--- config.mk ---
export PLATFORM = sky130hd
export DESIGN_NAME = ss_scan_mux_flat
export DESIGN_NICKNAME = d
export VERILOG_FILES = /design/src/rtl/ss_scan_mux_if.sv /design/src/rtl/ss_scan_mux.sv /design/src/flat_wrapper.sv
export SDC_FILE = /design/constraint.sdc
export NUM_CORES = 1
export LEC_CHECK = 0
export BUFFER_PORTS_ARGS = -buffer_cell sky130_fd_sc_hd__buf_2
export CAP_MARGIN = 20
export CORE_AREA = 8 8 77 79
export CTS_CLUSTER_DIAMETER = 50
export DETAILED_ROUTE_END_ITERATION = 10
export DIE_AREA = 0 0 85 87
export PLACE_DENSITY = 0.66
export SYNTH_ARGS = -nofsm -noshare
export SYNTH_HDL_FRONTEND = slang
export SYNTH_SLANG_ARGS = --single-unit
--- constraint.sdc ---
create_clock -name clk -period 3.7 [get_ports clk]
set_clock_uncertainty 0.2 [all_clocks]
set_input_delay 0.185 -clock clk [delete_from_list [all_inputs] [get_ports clk]]
set_output_delay 0.185 -clock clk [all_outputs]
set_load 0.02 [all_outputs]
--- src/rtl/ss_scan_mux_if.sv ---
// Bundle for the scanner: digit register-file write port plus the per-slot
// code/enable/digit-select outputs feeding the seven-segment glyph driver.
interface ss_scan_mux_if;
    logic       wr_en;
    logic [1:0] wr_digit;
    logic [0:3] wr_code;
    logic       wr_on;
    logic       wr_blink;

    logic [0:3] code;
    logic       enable;
    logic [0:3] an_n;
    logic       frame_start;

    // Writes are fire-and-forget: a strobe with wr_en=1 is always accepted,
    // so there is no ready/valid pairing on this port.
    modport master (
        output wr_en, wr_digit, wr_code, wr_on, wr_blink,
        input  code, enable, an_n, frame_start
    );

    modport slave (
        input  wr_en, wr_digit, wr_code, wr_on, wr_blink,
        output code, enable, an_n, frame_start
    );
endinterface

--- src/rtl/ss_scan_mux.sv ---
// Four-digit time-multiplexed scanner with per-slot blanking window.
// Optional blinking is compiled in with `define SS_SCAN_BLINK_EN.
module ss_scan_mux #(
    parameter int SLOT_CYCLES  = 1024,
    parameter int BLANK_CYCLES = 16,
    parameter int BLINK_FRAMES = 64
) (
    input  logic          clk,
    input  logic          rst_n,
    ss_scan_mux_if.slave  bus
);

    localparam int CW = (SLOT_CYCLES > 1) ? $clog2(SLOT_CYCLES) : 1;
    localparam logic [CW-1:0] CNT_LAST = CW'(SLOT_CYCLES - 1);

    logic [CW-1:0] cnt_q, cnt_d;
    logic [1:0]    idx_q, idx_d;
    logic          cnt_wrap;
    logic          in_blank;

    logic [0:3]    ent_code_q [4];
    logic          ent_on_q   [4];

    logic [0:3]    code_q, code_d;
    logic          enable_q, enable_d;
    logic [0:3]    an_n_q, an_n_d;
    logic          frame_start_q, frame_start_d;

    logic          blink_dark;
    logic          cur_blink;

    always_ff @(posedge clk or negedge rst_n) begin
        if (!rst_n) begin
            for (int i = 0; i < 4; i++) begin
                ent_code_q[i] <= '0;
                ent_on_q[i]   <= 1'b0;
            end
        end else if (bus.wr_en) begin
            ent_code_q[bus.wr_digit] <= bus.wr_code;
            ent_on_q[bus.wr_digit]   <= bus.wr_on;
        end
    end

`ifdef SS_SCAN_BLINK_EN
    localparam int FW = (BLINK_FRAMES > 1) ? $clog2(BLINK_FRAMES) : 1;
    localparam logic [FW-1:0] FRAME_LAST = FW'(BLINK_FRAMES - 1);

    logic          ent_blink_q [4];
    logic [FW-1:0] frame_q;
    logic          blink_dark_q;

    always_ff @(posedge clk or negedge rst_n) begin
        if (!rst_n) begin
            for (int i = 0; i < 4; i++) begin
                ent_blink_q[i] <= 1'b0;
            end
        end else if (bus.wr_en) begin
            ent_blink_q[bus.wr_digit] <= bus.wr_blink;
        end
    end

    // One frame ends when the last slot of digit 3 wraps.
    always_ff @(posedge clk or negedge rst_n) begin
        if (!rst_n) begin
            frame_q      <= '0;
            blink_dark_q <= 1'b0;
        end else if (cnt_wrap && (idx_q == 2'd3)) begin
            if (frame_q == FRAME_LAST) begin
                frame_q      <= '0;
                blink_dark_q <= ~blink_dark_q;
            end else begin
                frame_q <= frame_q + 1'b1;
            end
        end
    end

    assign blink_dark = blink_dark_q;
    assign cur_blink  = ent_blink_q[idx_q];
`else
    logic unused_blink;
    assign unused_blink = &{1'b0, bus.wr_blink};
    assign blink_dark   = 1'b0;
    assign cur_blink    = 1'b0;
`endif

    always_comb begin
        cnt_wrap = (cnt_q == CNT_LAST);
        cnt_d    = cnt_wrap ? '0 : cnt_q + 1'b1;
        idx_d    = cnt_wrap ? idx_q + 2'd1 : idx_q;
        in_blank = (int'(cnt_q) < BLANK_CYCLES);

        // Outputs for this edge come from the pre-edge counters and entries,
        // so a write lands on the pins one edge after its own write edge.
        code_d        = ent_code_q[idx_q];
        an_n_d        = 4'b1111;
        enable_d      = 1'b0;
        frame_start_d = (cnt_q == '0) && (idx_q == 2'd0);
        if (!in_blank) begin
            an_n_d[idx_q] = 1'b0;
            enable_d      = ent_on_q[idx_q] && !(blink_dark && cur_blink);
        end
    end

    always_ff @(posedge clk or negedge rst_n) begin
        if (!rst_n) begin
            cnt_q         <= '0;
            idx_q         <= 2'd0;
            code_q        <= 4'b0000;
            enable_q      <= 1'b0;
            an_n_q        <= 4'b1111;
            frame_start_q <= 1'b0;
        end else begin
            cnt_q         <= cnt_d;
            idx_q         <= idx_d;
            code_q        <= code_d;
            enable_q      <= enable_d;
            an_n_q        <= an_n_d;
            frame_start_q <= frame_start_d;
        end
    end

    assign bus.code        = code_q;
    assign bus.enable      = enable_q;
    assign bus.an_n        = an_n_q;
    assign bus.frame_start = frame_start_q;

endmodule
--- src/flat_wrapper.sv ---
// flat-port wrapper written by rule: the top's interface ports become plain ports
module ss_scan_mux_flat 
#(
    parameter int SLOT_CYCLES  = 1024,
    parameter int BLANK_CYCLES = 16,
    parameter int BLINK_FRAMES = 64
)
  (clk, rst_n, bus_wr_en, bus_wr_digit, bus_wr_code, bus_wr_on, bus_wr_blink, bus_code, bus_enable, bus_an_n, bus_frame_start);
  ss_scan_mux_if bus_i ();
  input  logic clk;
  input  logic rst_n;
  input wire logic [$bits(bus_i.wr_en)-1:0] bus_wr_en;
  input wire logic [$bits(bus_i.wr_digit)-1:0] bus_wr_digit;
  input wire logic [$bits(bus_i.wr_code)-1:0] bus_wr_code;
  input wire logic [$bits(bus_i.wr_on)-1:0] bus_wr_on;
  input wire logic [$bits(bus_i.wr_blink)-1:0] bus_wr_blink;
  output wire logic [$bits(bus_i.code)-1:0] bus_code;
  output wire logic [$bits(bus_i.enable)-1:0] bus_enable;
  output wire logic [$bits(bus_i.an_n)-1:0] bus_an_n;
  output wire logic [$bits(bus_i.frame_start)-1:0] bus_frame_start;
  assign bus_i.wr_en = bus_wr_en;
  assign bus_i.wr_digit = bus_wr_digit;
  assign bus_i.wr_code = bus_wr_code;
  assign bus_i.wr_on = bus_wr_on;
  assign bus_i.wr_blink = bus_wr_blink;
  assign bus_code = bus_i.code;
  assign bus_enable = bus_i.enable;
  assign bus_an_n = bus_i.an_n;
  assign bus_frame_start = bus_i.frame_start;
  ss_scan_mux #(.SLOT_CYCLES(SLOT_CYCLES), .BLANK_CYCLES(BLANK_CYCLES), .BLINK_FRAMES(BLINK_FRAMES)) u_core (.clk(clk), .rst_n(rst_n), .bus(bus_i));
endmodule
==> results.md, run 1 <==
- The first TritonRoute pass finished after 4 iterations.
- The instance count of the mapped netlist is 127.
- The count of standard-cell rows is 26.
- The initial utilization of the core area, before any placement, comes to 0.371.
- The post-synthesis area per instance is 14.1 um2.
- The CTS tree is built.
- The total clock buffers created by CTS is 5.
- Sorting the synthesized cells by area gives the leading types as dfrtp_1, mux2_2, mux4_2.
- The first-pass GRT wire length is 5.62 mm.
- The share of the synthesized area in the top cell type is 0.529.
- Input and output buffers added on the ports amount to 19.
- The root buffer cell is clkbuf_8.
- Setup repair after global routing left no endpoint under its margin.
- The violation count after the first detailed-route iteration is 74.
- The path class of the tightest hold or removal check is input pin to flip-flop.
- The overall global routing resource usage is 0.0975.
- The total negative slack is 0 ps.
- The origin of the worst setup path is u_core.cnt_q[0]$_DFF_PN0_.
- The largest total area in the synthesized netlist belongs to dfrtp_1.
- The total instance count after detailed placement is 201.
- The most used flip-flop cell after synthesis is dfrtp_1.
- The residual overflow from global routing is 0.
- The final-report hold violation count is 0.
- The placeable core region is 4850 um2.
- The library cell contributing the largest single delay on the critical path is dfrtp_1.
- The delay of the slowest critical-path stage is 450 ps.
- Counting flops with a built-in enable in the synthesized netlist gives 0.
- The half-perimeter wire length after detailed placement is 2.40 mm.
- Clock latency on the worst-skew pair, taken at its later pin, is 290 ps.
- The data required time of the critical path is 3670 ps.
- During synthesis, Yosys emitted a total of 0 warnings.
- The weighted congestion reported at the end of routability-driven placement is 0.754.
- The classification of the worst setup path is flip-flop to flip-flop.
- The layout filler cell count is 429.
- By instance count, the leading cell after synthesis is dfrtp_1.
- The share of the yosys chip area belonging to registers is 0.588.
- STA classifies the critical path endpoint as a flip-flop.
- Data arrives at the worst endpoint at 1860 ps.
- After synthesis, the netlist uses 28 different library cells.
- The die height is between 80 and 90 um.
- The CTS H-tree depth is 2.
- For the finished layout, the period the worst path requires is 1890 ps.
- Hold repair after CTS inserted 6 buffers.
- The remaining antenna violation count is 0.
- The final layout contains around 180 nets.
- The via count of the first global-routing pass is 1,190.
- Counting every sink on the clock net gives 42.
- In this run the static leakage power is 0.927 nW.
- Of all flip-flops after synthesis, the portion carrying an async set or reset was 1.00.
- The hold path startpoint is bus_wr_digit[1].
- The synthesized netlist occupies a cell area of 1800 um2.
- In this run the post-CTS setup repair buffer count came out at 0.
- The count of placed standard cells in the final layout, fillers left out is 215.
- In the routed layout, each cell is associated on average with a via count of just over 5.
- At the pin with the least slew margin, the transition time is 875 ps.
- The launch point of the worst reg-to-reg path is u_core.cnt_q[0]$_DFF_PN0_.
- Setup violations remaining at the end of the flow were counted as 0.
- The die covers 7400 um2.
- The initial antenna violation count is 0.
- The worst supply voltage drop on vdd is between 0.15 and 0.2 mV.
- The flow ran to the end, and the final reports show no timing, DRC or antenna violations.
- The total wire length after detailed routing is 3.32 mm.
- The net count of the mapped netlist is between 100 and 150.
- The total DRC errors in the routed layout is 0.
- The number of max-slew violations in the final report is 0.
- The relative slew slack is 0.416.
- The number of vias in the routed layout is 1,100.
- Power spread over the standard cell area amounts to 474 nW/um2.
- After clock tree synthesis, the repair step resized 0 gates.
- The nature of the critical path startpoint is a flip-flop.
- In this run the deepest clock path goes through 2 buffers.
- By count the netlist is led by dfrtp_1, mux2_2, nand2_1, ha_1, inv_1.
- The family with the most delay on the worst path is simple AND/OR/NAND/NOR gates.
- Clock-pin slew was measured on the worst setup and hold paths at 80 ps.
- Compared with the post-synthesis result, the final layout area differs by 18.7%.
- The die is 85 um wide.
- Entering global routing, the biggest net connects 43 pins.
- Along the worst path, the maximum fanout reaches 7.
- After synthesis the netlist holds a flip-flop and latch count of 42.
- The number of antenna cells inserted is 0.
- 21 I/O pins were placed.
- The max-capacitance violation count is 0.
- The maximum frequency from static timing analysis is 528 MHz.
- The part of the cycle the worst path needs is 0.512.
- The fraction of final layout cells sized beyond drive strength 1 is 0.377.
- The signal on the critical path passes through ha_1, nand2_1, nor3_4, mux2_4.
- The critical path contains buffers and inverters numbering 0 combined.
- After detailed routing, the average wire length per cell comes to ~15 um.
[where the power goes]
group / leakage (nW) / total [mW] / switching [mW] / internal, mW
clock: 0.0585 / 0.367 / 0.147 / 0.220
combinational: 0.364 / 0.111 / 0.0491 / 0.0619
sequential: 0.505 / 0.535 / 0.0240 / 0.511
[kinds of logic (layout without fill, tap and decap cells)]
group / Yosys count / after routing / synth area share
adders and majority gates: 6 / 6 / 0.0418
muxes: 26 / 26 / 0.196
AOI/OAI and AO/OA: 6 / 6 / 0.0202
xor gates and xnor gates: 6 / 6 / 0.0292
buffers and inverters: 7 / 39 / 0.0153
and+or+nand+nor: 34 / 34 / 0.109
DFF: 42 / 42 / 0.588
[metrics by stage]
| stage | area (um2) | utilization | setup slack, ps | hold slack (ps) | power, mW |
|---|---|---|---|---|---|
| CTS | 2130 | 0.440 | 1820 | 153 | 1.02 |
| floorplan | 1800 | - | 2010 | -311 | 0.606 |
| finish | 2130 | 0.440 | 1810 | 163 | 1.01 |
| global placement | 1960 | 0.404 | 1880 | 134 | 0.639 |
| detailed placement | 1960 | 0.404 | 1840 | 163 | 0.652 |
| global route | 2130 | 0.440 | 1720 | 168 | 1.06 |
[worst paths after layout]
path	to	slack, ps	depth (start not counted)
setup reg to reg	u_core.idx_q[1]$_DFFE_PN0N_	1810	4
setup / recovery	u_core.idx_q[1]$_DFFE_PN0N_	1810	4
hold / removal	u_core.ent_code_q[15]$_DFFE_PN0P_	160	3
max in group asynchronous	u_core.idx_q[1]$_DFFE_PN0N_	2400	2
min in group asynchronous	u_core.bus.code[3]$_DFF_PN0_	360	2
hold reg to reg	u_core.ent_on_q[0]$_DFFE_PN0P_	310	1
[cells in the final DEF (no fill, tap or decap), types with 2 or more instances in the layout]
cell type	n
a21oi_1	2
buf_2	19
clkbuf_8	6
dfrtp_1	38
dfstp_2	4
dlygate4sd3_1	6
ha_1	6
inv_1	6
mux2_2	20
mux4_2	5
nand2_1	9
nand3_1	5
nand3b_1	2
nand4_1	2
nor2_1	4
nor3_1	3
nor4_1	2
o21ai_0	2
xnor2_1	2
xor2_1	4
[metal layers]
metal / vias to the layer above / routed length, um / GRT usage / share of wire
met1: 546 / 1310 / 0.0996 / 0.39
met4: 0 / 68 / 0.0485 / 0.020
li1: 509 / - / - / -
met3: 5 / 198 / 0.0321 / 0.060
met2: 40 / 1740 / 0.175 / 0.53
met5: - / 0 / 0 / 0
[sequential cells by signal, indices dropped and copies added, names as in the netlist]
register	count
u_core.ent_on_q	4
u_core.bus.frame_start	1
u_core.bus.code	4
u_core.cnt_q	10
u_core.bus.an_n	4
u_core.bus.enable	1
u_core.idx_q	2
u_core.ent_code_q	16
[worst reg2reg max path: stages, from the launching register on]
cell	delay, ps
dfrtp_1	450
ha_1	300
nand2_1	180
nor3_4	330
mux2_4	330
[cell type report]
class | instances | area (um2) | share of cell area
Timing Repair Buffer | 25 | 155 | 0.0727
Multi-Input combinational cell | 78 | 713 | 0.334
Sequential cell | 42 | 1060 | 0.495
Tap cell | 56 | 70.1 | 0.0328
Clock buffer | 7 | 86.3 | 0.0405
Clock inverter | 1 | 30.0 | 0.0141
Inverter | 6 | 22.5 | 0.0106
(Power assumes the default switching activity.)
==> run 2: changes to the inputs <==
--- a/config.mk
+++ b/config.mk
@@ -5,12 +5,13 @@
 export SDC_FILE = /design/constraint.sdc
 export NUM_CORES = 1
 export LEC_CHECK = 0
+export ABC_AREA = 1
 export BUFFER_PORTS_ARGS = -buffer_cell sky130_fd_sc_hd__buf_2
 export CAP_MARGIN = 20
-export CORE_AREA = 8 8 77 79
+export CORE_AREA = 8 8 78 80
 export CTS_CLUSTER_DIAMETER = 50
 export DETAILED_ROUTE_END_ITERATION = 10
-export DIE_AREA = 0 0 85 87
+export DIE_AREA = 0 0 86 88
 export PLACE_DENSITY = 0.66
 export SYNTH_ARGS = -nofsm -noshare
 export SYNTH_HDL_FRONTEND = slang
==> constraint.sdc (replaced) <==
create_clock -name clk -period 1.8 [get_ports clk]
set_clock_uncertainty 0.2 [all_clocks]
set_input_delay 0.09 -clock clk [delete_from_list [all_inputs] [get_ports clk]]
set_output_delay 0.09 -clock clk [all_outputs]
set_load 0.02 [all_outputs]
==> run 2 against run 1 <==
Compared with the run above: sequential cell count did not move; clock power rose by 97%; cell count rose by 40%; die area rose by 2.3%; first-iteration DRC count fell by 18%; core utilization rose by 0.74 points; count of clock-buffer cells in the layout fell by 2; power rose by 96%; sequential share of layout area fell by 1.5 points; non-clock buffer count rose by 3; setup slack got worse by 1400 ps; hold slack got worse by 140 ps; critical path type unchanged; critical endpoint is now u_core.idx_q[0]$_DFFE_PN0N_.
==> results.md, run 2 <==
- The instance count of the mapped netlist came to 197 (+55%).
- In this run the clock root is driven by a clkbuf_8.
- The initial antenna violation count came to 0 (unchanged).
- The fraction of registers with async set or reset after synthesis is 1.00 (unchanged).
- The total clock buffers created by CTS is 5 (unchanged).
- The time the worst path needs with I/O delays and setup came to 1400 ps (-489 ps).
- The reported net switching power is 0.468 mW (+110%).
- The placeable core region is 4910 um2 (+1.3%).
- The total DRC errors in the routed layout was 0 (unchanged).
- The setup-violating endpoint count in the final report is 0 (unchanged).
- The cell area after placement came to 2030 um2 (+3.7%).
- The residual overflow from global routing is 0 (unchanged).
- The total negative slack is 0 ps (unchanged).
- The die height is 88 um (+1.1%).
- The share of the synthesized area in the top cell type is 0.516 (-0.0133).
- The effective utilization at floorplan is 0.375 (+0.00451).
- The clock latency on the worst-skew pair is 290 ps (about the same).
- The largest registers in the layout are u_core.ent_code_q x16, u_core.cnt_q x10.
- The standby leakage power is 1.14 nW (+23%).
- From synthesis to final layout, the design area changed by 19.3%.
- The run finished with clean final reports.
- The fraction of met2 tracks used by global routing came to 0.176 (+0.00163).
- The CTS H-tree depth is 2 (unchanged).
- The met3 usage in global routing came to 0.0291 (-0.00299).
- By area the synthesized netlist is led by dfrtp_1, nand2_1, o21ai_0.
- The first-pass iteration count of the detailed router is 4 (unchanged).
- The number of buffers on the longest clock path is 2 (unchanged).
- The violation count after the first detailed-route iteration is 61 (-18%).
- The area of the mapped netlist came to 1840 um2 (+2.6%).
- The remaining antenna violation count is 0 (unchanged).
- The first-pass GRT wire length was 6.27 mm (+12%).
- The weighted congestion reported at the end of routability-driven placement is 0.799 (+6.0%).
- The simple-gate share of the synthesized area came to 0.208 (+0.0991).
- The part of the cycle the worst path needs came to 0.780 (+0.268).
- The largest driver fanout on the critical path is 8 (+1).
- The number of top-level design ports is 21 (unchanged).
- The power share of the clock group came to 0.366 (+0.004).
- The endpoint arrival time on the critical path is 1440 ps (-420 ps).
- TritonCTS built the clock tree.
- The number of vias in the routed layout is 1,328 (+21%).
- The half-perimeter wire length after detailed placement is 2.37 mm (-1.2%).
- The top flip-flop cell by instance count after synthesis is dfrtp_1.
- The post-synthesis xor/xnor area fraction came to 0.0190 (-0.0102).
- Setup repair after global routing left no endpoint under its margin.
- The die boundary width is 86 um (+1.2%).
- The most common cell after layout, fill and taps aside is nand2_1.
- The finished layout cell area came to 2200 um2 (+3.0%).
- The maximum frequency from static timing analysis is 712 MHz (+35%).
- The max-capacitance violation count is 0 (unchanged).
- The relative slew slack is 0.644 (+0.228).
- The portion of netlist area occupied by mux cells is 0 (-0.196).
- The average wire per standard cell was 11.8 um (-24%).
- The count of standard-cell rows is 26 (unchanged).
- The count of distinct cell types in the synthesized netlist was 21 (-25%).
- The die outline area was 7570 um2 (+2.3%).
- The net count of the mapped netlist was 214 (+49%).
- The register bank with the most flops is u_core.ent_code_q.
- The power per standard cell area is 901 nW/um2 (+90%).
- The adder-cell share of the synthesized area came to 0.0407 (-0.00105).
- The net count of the finished layout is 247 (+41%).
- The part of the power in registers is 0.541 (+0.013).
- The part of the total power dissipated in combinational logic is 0.093 (-0.017).
- The library cell with the highest instance count after synthesis is nand2_1.
- The internal power of the cells is 1.51 mW (+91%).
- The flip-flop count of the largest register after layout was 16 (unchanged).
- The via count of the first global-routing pass came to 1,383 (+16%).
- The min-delay analysis places its worst path in the category input pin to flip-flop.
- The number of antenna cells inserted is 0 (unchanged).
- The clock slew seen by the registers of the worst setup and hold paths is 80 ps (about the same).
- The worst supply voltage drop on vdd is 0.497 mV (+160%).
- Ranked by instance count, the synthesized netlist is headed by nand2_1, dfrtp_1, o21ai_0, nor2_1, inv_1.
- The detail-routed via count per cell came to 4.41 (-14%).
- The synthesized flop and latch total is 42 (unchanged).
- The data required time of the critical path is 1830 ps (-1840 ps).
- The number of max-slew violations in the final report was 0 (unchanged).
- The count of yosys warnings during synthesis is 0 (unchanged).
- The post-synthesis area per instance is 9.36 um2 (-34%).
- The worst reg-to-reg setup slack is 400 ps (-1410 ps).
- The count of buffers inserted at the top-level ports is 19 (unchanged).
- The global-route layer with the greatest usage is met2.
- The final-report hold violation count is 0 (unchanged).
- The share of the yosys chip area belonging to registers was 0.573 (-0.0148).
- After synthesis, the largest family of logic cells by area is simple AND/OR/NAND/NOR gates.
- The met1 track utilization from global routing is 0.127 (+0.0279).
- The worst setup path is captured at a flip-flop.
- The worst setup path is launched from a flip-flop.
- The fraction of final layout cells sized beyond drive strength 1 is 0.195 (-0.183).
- The pin count of the biggest net entering global routing is 43 (unchanged).
- The actual slew at the worst max-slew pin is 534 ps (-342 ps).
- The overall global routing resource usage is 0.106 (+0.00832).
- The layout filler cell count was 490 (+14%).
- The switching share of power is 0.236 (+0.0192).
- Leaving out fill and tap cells, the most frequent cells in the layout are nand2_1, dfrtp_1, o21ai_0, nor2_1, inv_1.
- The compound-gate portion of the synthesized area is 0.103 (+0.0830).
- The total wire length after detailed routing came to 3.54 mm (+6.7%).
- The number of enable flip-flop cells after synthesis is 0 (unchanged).
- The classification of the worst setup path is flip-flop to flip-flop.
- The number of sinks on the clock net was 42 (unchanged).
- The largest area contributor in the synthesized netlist is dfrtp_1.
[run 2: cell count changes in the layout (fill, tap and decap cells not counted), sizes merged, moves of 3 or more]
cell	delta
nor3	-4
nor2	+25
o22ai	+4
o21ai	+28
mux2	-21
clkinv	+3
nand2	+36
buf	+3
inv	+15
mux4	-5
[run 2: path summary, 6_finish.rpt]
kind	endpoint	startpoint	cells after the start
hold reg to reg	u_core.ent_code_q[5]$_DFFE_PN0P_	u_core.ent_code_q[5]$_DFFE_PN0P_	2
min in group asynchronous	u_core.cnt_q[6]$_DFF_PN0_	rst_n	3
setup / recovery	u_core.idx_q[0]$_DFFE_PN0N_	u_core.cnt_q[0]$_DFF_PN0_	7
hold / removal	u_core.ent_on_q[1]$_DFFE_PN0P_	bus_wr_digit[1]	3
max in group asynchronous	u_core.bus.enable$_DFF_PN0_	rst_n	3
setup reg to reg	u_core.idx_q[0]$_DFFE_PN0N_	u_core.cnt_q[0]$_DFF_PN0_	7
[run 2: final cells by class]
type	count	area, um2	share of cell area
clock buffer	5	68.8	0.0313
inverter	22	83.8	0.0381
sequential	42	1060	0.480
timing repair buffer	28	178	0.0808
multi-input combinational	131	684	0.311
tap	70	87.6	0.0398
clock inverter	3	40.0	0.0182
[run 2: worst max-delay path, stage by stage, from the launching register on]
cell and delay (ps):
dfrtp_1 390, ha_1 200, nand2_2 80, nor2_4 140, nand3b_4 150, clkinv_2 80, nand2_1 50, nand2_1 60
[run 2: routing by layer]
metal,part of all wire,up-vias
met5,0,-
met4,0.0096,0
met3,0.042,4
met2,0.45,24
met1,0.50,609
li1,-,691
[run 2: cell families after synthesis]
logic type | after synthesis
compound gates | 37
flops | 42
xor+xnor | 4
simple gates | 84
fa+ha+maj | 6
buf+inv | 24
[run 2: power by group through the flow]
stage / Clock, mW / Sequential (mW) / Combinational (mW)
final: 0.724 / 1.07 / 0.185
after global routing: 0.797 / 1.08 / 0.215
after CTS: 0.752 / 1.07 / 0.189
after detailed placement: 0 / 1.09 / 0.179
after global placement: 0 / 1.09 / 0.173
after floorplan: 0 / 1.10 / 0.0822
[run 2: repair_timing]
| item | 4_1_cts | 5_1_grt |
|---|---|---|
| setup endpoints to repair | 0 | 0 |
| hold endpoints to repair | 58 | 0 |
| buffers inserted | 0 | 0 |
| hold buffers | 6 | 0 |
| resized for setup | 0 | 0 |
[run 2: stage by stage]
| stage | cells | hold slack (ps) | utilization | worst slack (ps) | total power, mW |
|---|---|---|---|---|---|
| after floorplan | 197 | -406 | - | 507 | 1.19 |
| after global placement | 287 | -9.01 | 0.413 | 417 | 1.26 |
| after detailed placement | 287 | -7.74 | 0.413 | 407 | 1.27 |
| after CTS | 301 | 15.1 | 0.448 | 390 | 2.01 |
| after global routing | 301 | 58.4 | 0.448 | 283 | 2.09 |
| final | 301 | 26.0 | 0.448 | 396 | 1.98 |
==> run 3: changes to the inputs <==
--- a/config.mk
+++ b/config.mk
@@ -5,13 +5,13 @@
 export SDC_FILE = /design/constraint.sdc
 export NUM_CORES = 1
 export LEC_CHECK = 0
-export ABC_AREA = 1
+export ABC_AREA = 0
 export BUFFER_PORTS_ARGS = -buffer_cell sky130_fd_sc_hd__buf_2
 export CAP_MARGIN = 20
-export CORE_AREA = 8 8 78 80
+export CORE_AREA = 8 8 77 79
 export CTS_CLUSTER_DIAMETER = 50
 export DETAILED_ROUTE_END_ITERATION = 10
-export DIE_AREA = 0 0 86 88
+export DIE_AREA = 0 0 85 87
 export PLACE_DENSITY = 0.66
 export SYNTH_ARGS = -nofsm -noshare
 export SYNTH_HDL_FRONTEND = slang
==> constraint.sdc (replaced) <==
create_clock -name clk -period 1.4 [get_ports clk]
set_clock_uncertainty 0.2 [all_clocks]
set_input_delay 0.07 -clock clk [delete_from_list [all_inputs] [get_ports clk]]
set_output_delay 0.07 -clock clk [all_outputs]
set_load 0.02 [all_outputs]
==> run 3 against run 2 <==
Compared with the run above: the flow now finishes with violations (setup timing); power up 25%; first-iteration DRC count decreased by 25%; die area is 2.3% lower; clock power up 5.2%; non-clock buffer count increased by 29; sequential share of layout area is 5.2 points lower; sequential cell count did not move; register-to-register slack got worse by 510 ps; global-route usage rose by 0.52 points; critical endpoint is now u_core.idx_q[1]$_DFFE_PN0N_; largest power group unchanged.
==> results.md, run 3 (synthesis results as in run 1) <==
- The run finished, with violations left.
- The final reports fail on setup timing.
- The relative slew slack is 0.781 (+0.137).
- The die outline area came to 7400 um2 (-2.3%).
- The final-report hold violation count is 0 (unchanged).
- The finished layout cell area is 2470 um2 (+12%).
- The violation count after the first detailed-route iteration is 46 (-25%).
- The CTS tree is built.
- The layout filler cell count is 398 (-19%).
- The total instance count after detailed placement is 223 (-22%).
- The delay of the slowest critical-path stage is 400 ps (about the same).
- The number of sinks on the clock net is 42 (unchanged).
- The initial antenna violation count is 0 (unchanged).
- The clock latency on the worst-skew pair came to 290 ps (about the same).
- The time the worst path needs with I/O delays and setup is 1520 ps (+112 ps).
- The number of top-level design ports is 21 (unchanged).
- The number of antenna cells inserted was 0 (unchanged).
- The classification of the worst setup path is flip-flop to flip-flop.
- The path category of the worst min-delay check is input pin to flip-flop.
- The average wire per standard cell is 15.4 um (+31%).
- The nature of the critical path startpoint is a flip-flop.
- The largest driver fanout on the critical path is 4 (-4).
- The reported net switching power is 0.605 mW (+29%).
- The placeable core region came to 4850 um2 (-1.3%).
- The root buffer cell chosen for the clock tree is clkbuf_8.
- The power per standard cell area came to 1000 nW/um2 (+11%).
- The switching share of power is 0.244 (+0.00741).
- The area used by sequential logic in the layout is 1060 um2 (+0.24%).
- The internal power of the cells is 1.87 mW (+24%).
- The number of max-slew violations in the final report is 0 (unchanged).
- The max-capacitance violation count was 0 (unchanged).
- The part of the cycle the worst path needs came to 1.08 (+0.303).
- The power share of the clock group came to 0.307 (-0.059).
- The standby leakage power is 1.13 nW (-0.74%).
- The effective utilization at floorplan is 0.371 (-0.00451).
- The most common cell after layout, fill and taps aside is dfrtp_1.
- The number of vias in the routed layout is 1,224 (-7.8%).
- The count of placed standard cells in the final layout, fillers left out was 247 (-18%).
- The largest registers in the layout are u_core.ent_code_q x16, u_core.cnt_q x10.
- The total clock buffers created by CTS is 5 (unchanged).
- The first-pass GRT wire length came to 6.44 mm (+2.7%).
- The weighted congestion reported at the end of routability-driven placement is 0.817 (+2.3%).
- The multi-input combinational cell area is 786 um2 (+15%).
- The buffer and inverter count on the worst path is 0 (-1).
- The endpoint arrival time on the critical path is 1500 ps (+60 ps).
- The critical path goes through nand4_1, nor3_4, mux2_4.
- The setup-violating endpoint count in the final report was 12 (+12).
- The die height is 87 um (-1.1%).
- The count of standard-cell rows is 26 (unchanged).
- The count of buffers inserted at the top-level ports is 19 (unchanged).
- The CTS H-tree depth came to 2 (unchanged).
- The total wire length after detailed routing is 3.79 mm (+7.1%).
- The detail-routed via count per cell is 4.96 (+12%).
- The register bank with the most flops is u_core.ent_code_q.
- The pre-CTS worst setup slack is -124 ps (-531 ps).
- Relative to the synthesized area, the layout overhead comes to 37.6%.
- The total DRC errors in the routed layout came to 0 (unchanged).
- The kind of cell with the highest combined delay along the critical path is simple AND/OR/NAND/NOR gates.
- The worst supply voltage drop on vdd is 0.365 mV (-27%).
- Among all stages on the critical path, the largest delay is contributed by dfrtp_1.
- The fraction of final layout cells sized beyond drive strength 1 was 0.550 (+0.355).
- Setup repair after global routing could not meet its margin everywhere.
- The part of the power in registers is 0.568 (+0.027).
- The residual overflow from global routing is 0 (unchanged).
- The clock slew seen by the registers of the worst setup and hold paths is 90 ps (about the same).
- The data required time of the critical path came to 1380 ps (-450 ps).
- The worst reg-to-reg setup slack was -120 ps (-510 ps).
- The post-layout worst setup margin is -116 ps (-512 ps).
- The pin count of the biggest net entering global routing is 31 (-28%).
- The post-layout total power was 2.48 mW (+25%).
- The via count of the first global-routing pass is 1,361 (-1.6%).
- The net count of the finished layout is 207 (-16%).
- The library cells used most frequently in the layout, excluding fill and tap cells, are dfrtp_1, buf_4, mux2_2, buf_2, buf_6.
- The half-perimeter wire length after detailed placement is 2.67 mm (+13%).
- The final core utilization is 0.510 (+0.0625).
- The number of buffers on the longest clock path was 2 (unchanged).
- The nature of the critical path endpoint is a flip-flop.
- The part of the total power dissipated in combinational logic was 0.125 (+0.032).
- The flip-flop count of the largest register after layout was 16 (unchanged).
- The maximum frequency from static timing analysis is 660 MHz (-7.4%).
- The remaining antenna violation count was 0 (unchanged).
- The actual slew at the worst max-slew pin is 328 ps (-206 ps).
- The overall global routing resource usage is 0.111 (+0.00521).
- The die boundary width is 85 um (-1.2%).
- The cell area after placement is 2150 um2 (+6.0%).
- The first-pass iteration count of the detailed router came to 4 (unchanged).
## run 3: changes by cell type in the layout (fill, tap and decap cells not counted), sizes merged, moves of 4 or more
cell / change
buf: +27
inv: -15
mux2: +21
mux4: +5
nand2: -36
nor2: -25
nor3: +4
o21ai: -28
o22ai: -4
## run 3: path summary, 6_finish.rpt
check / startpoint / to / depth (start not counted)
max: u_core.cnt_q[8]$_DFF_PN0_ / u_core.idx_q[1]$_DFFE_PN0N_ / 3
min: bus_wr_digit[1] / u_core.ent_code_q[12]$_DFFE_PN0P_ / 4
min reg2reg: u_core.ent_code_q[5]$_DFFE_PN0P_ / u_core.ent_code_q[5]$_DFFE_PN0P_ / 1
max reg2reg: u_core.cnt_q[8]$_DFF_PN0_ / u_core.idx_q[1]$_DFFE_PN0N_ / 3
max in group asynchronous: rst_n / u_core.bus.enable$_DFF_PN0_ / 3
min in group asynchronous: rst_n / u_core.ent_code_q[9]$_DFFE_PN0P_ / 3
## run 3: layout make-up
cell class | count | share of cell area
repair buffers | 57 | 0.180
inverters | 6 | 0.00911
flip-flops and latches | 42 | 0.428
clock buffers | 5 | 0.0278
well taps | 56 | 0.0283
clock inverters | 3 | 0.00860
multi-input cells | 78 | 0.318
## run 3: metrics by stage
| step | hold slack, ps | TNS, ps |
|---|---|---|
| after floorplan | -426 | -137 |
| after global placement | -233 | -50.2 |
| after detailed placement | -227 | -493 |
| after CTS | 97.7 | -282 |
| after global routing | 104 | -1260 |
| final | 106 | -518 |
## run 3: timing repair
action                                 CTS  global route
gates resized for setup                 14             7
setup buffers                            6             2
setup endpoints to repair               17            25
endpoints found under the hold margin   62             0
pin swaps                                7             5
hold buffers                             8             0
## run 3: power by group through the flow
stage               registers [mW]  logic, mW  clock network, mW
finish                        1.41      0.309              0.762
CTS                           1.41      0.314              0.791
floorplan                     1.45      0.152                  0
global placement              1.42      0.282                  0
detailed placement            1.43      0.296                  0
global route                  1.42      0.335              0.855
## run 3: worst reg2reg max path: cells and delay by family (launching register included)
family        cells  cell delay [ps]
simple gates      2              490
flops             1              400
mux               1              330
## run 3: routing by layer
layer,GRT usage,vias up,part of all wire
met4,0.0485,0,0.016
met3,0.0292,4,0.040
met5,0,-,0
li1,-,579,-
met1,0.116,614,0.39
met2,0.204,27,0.55
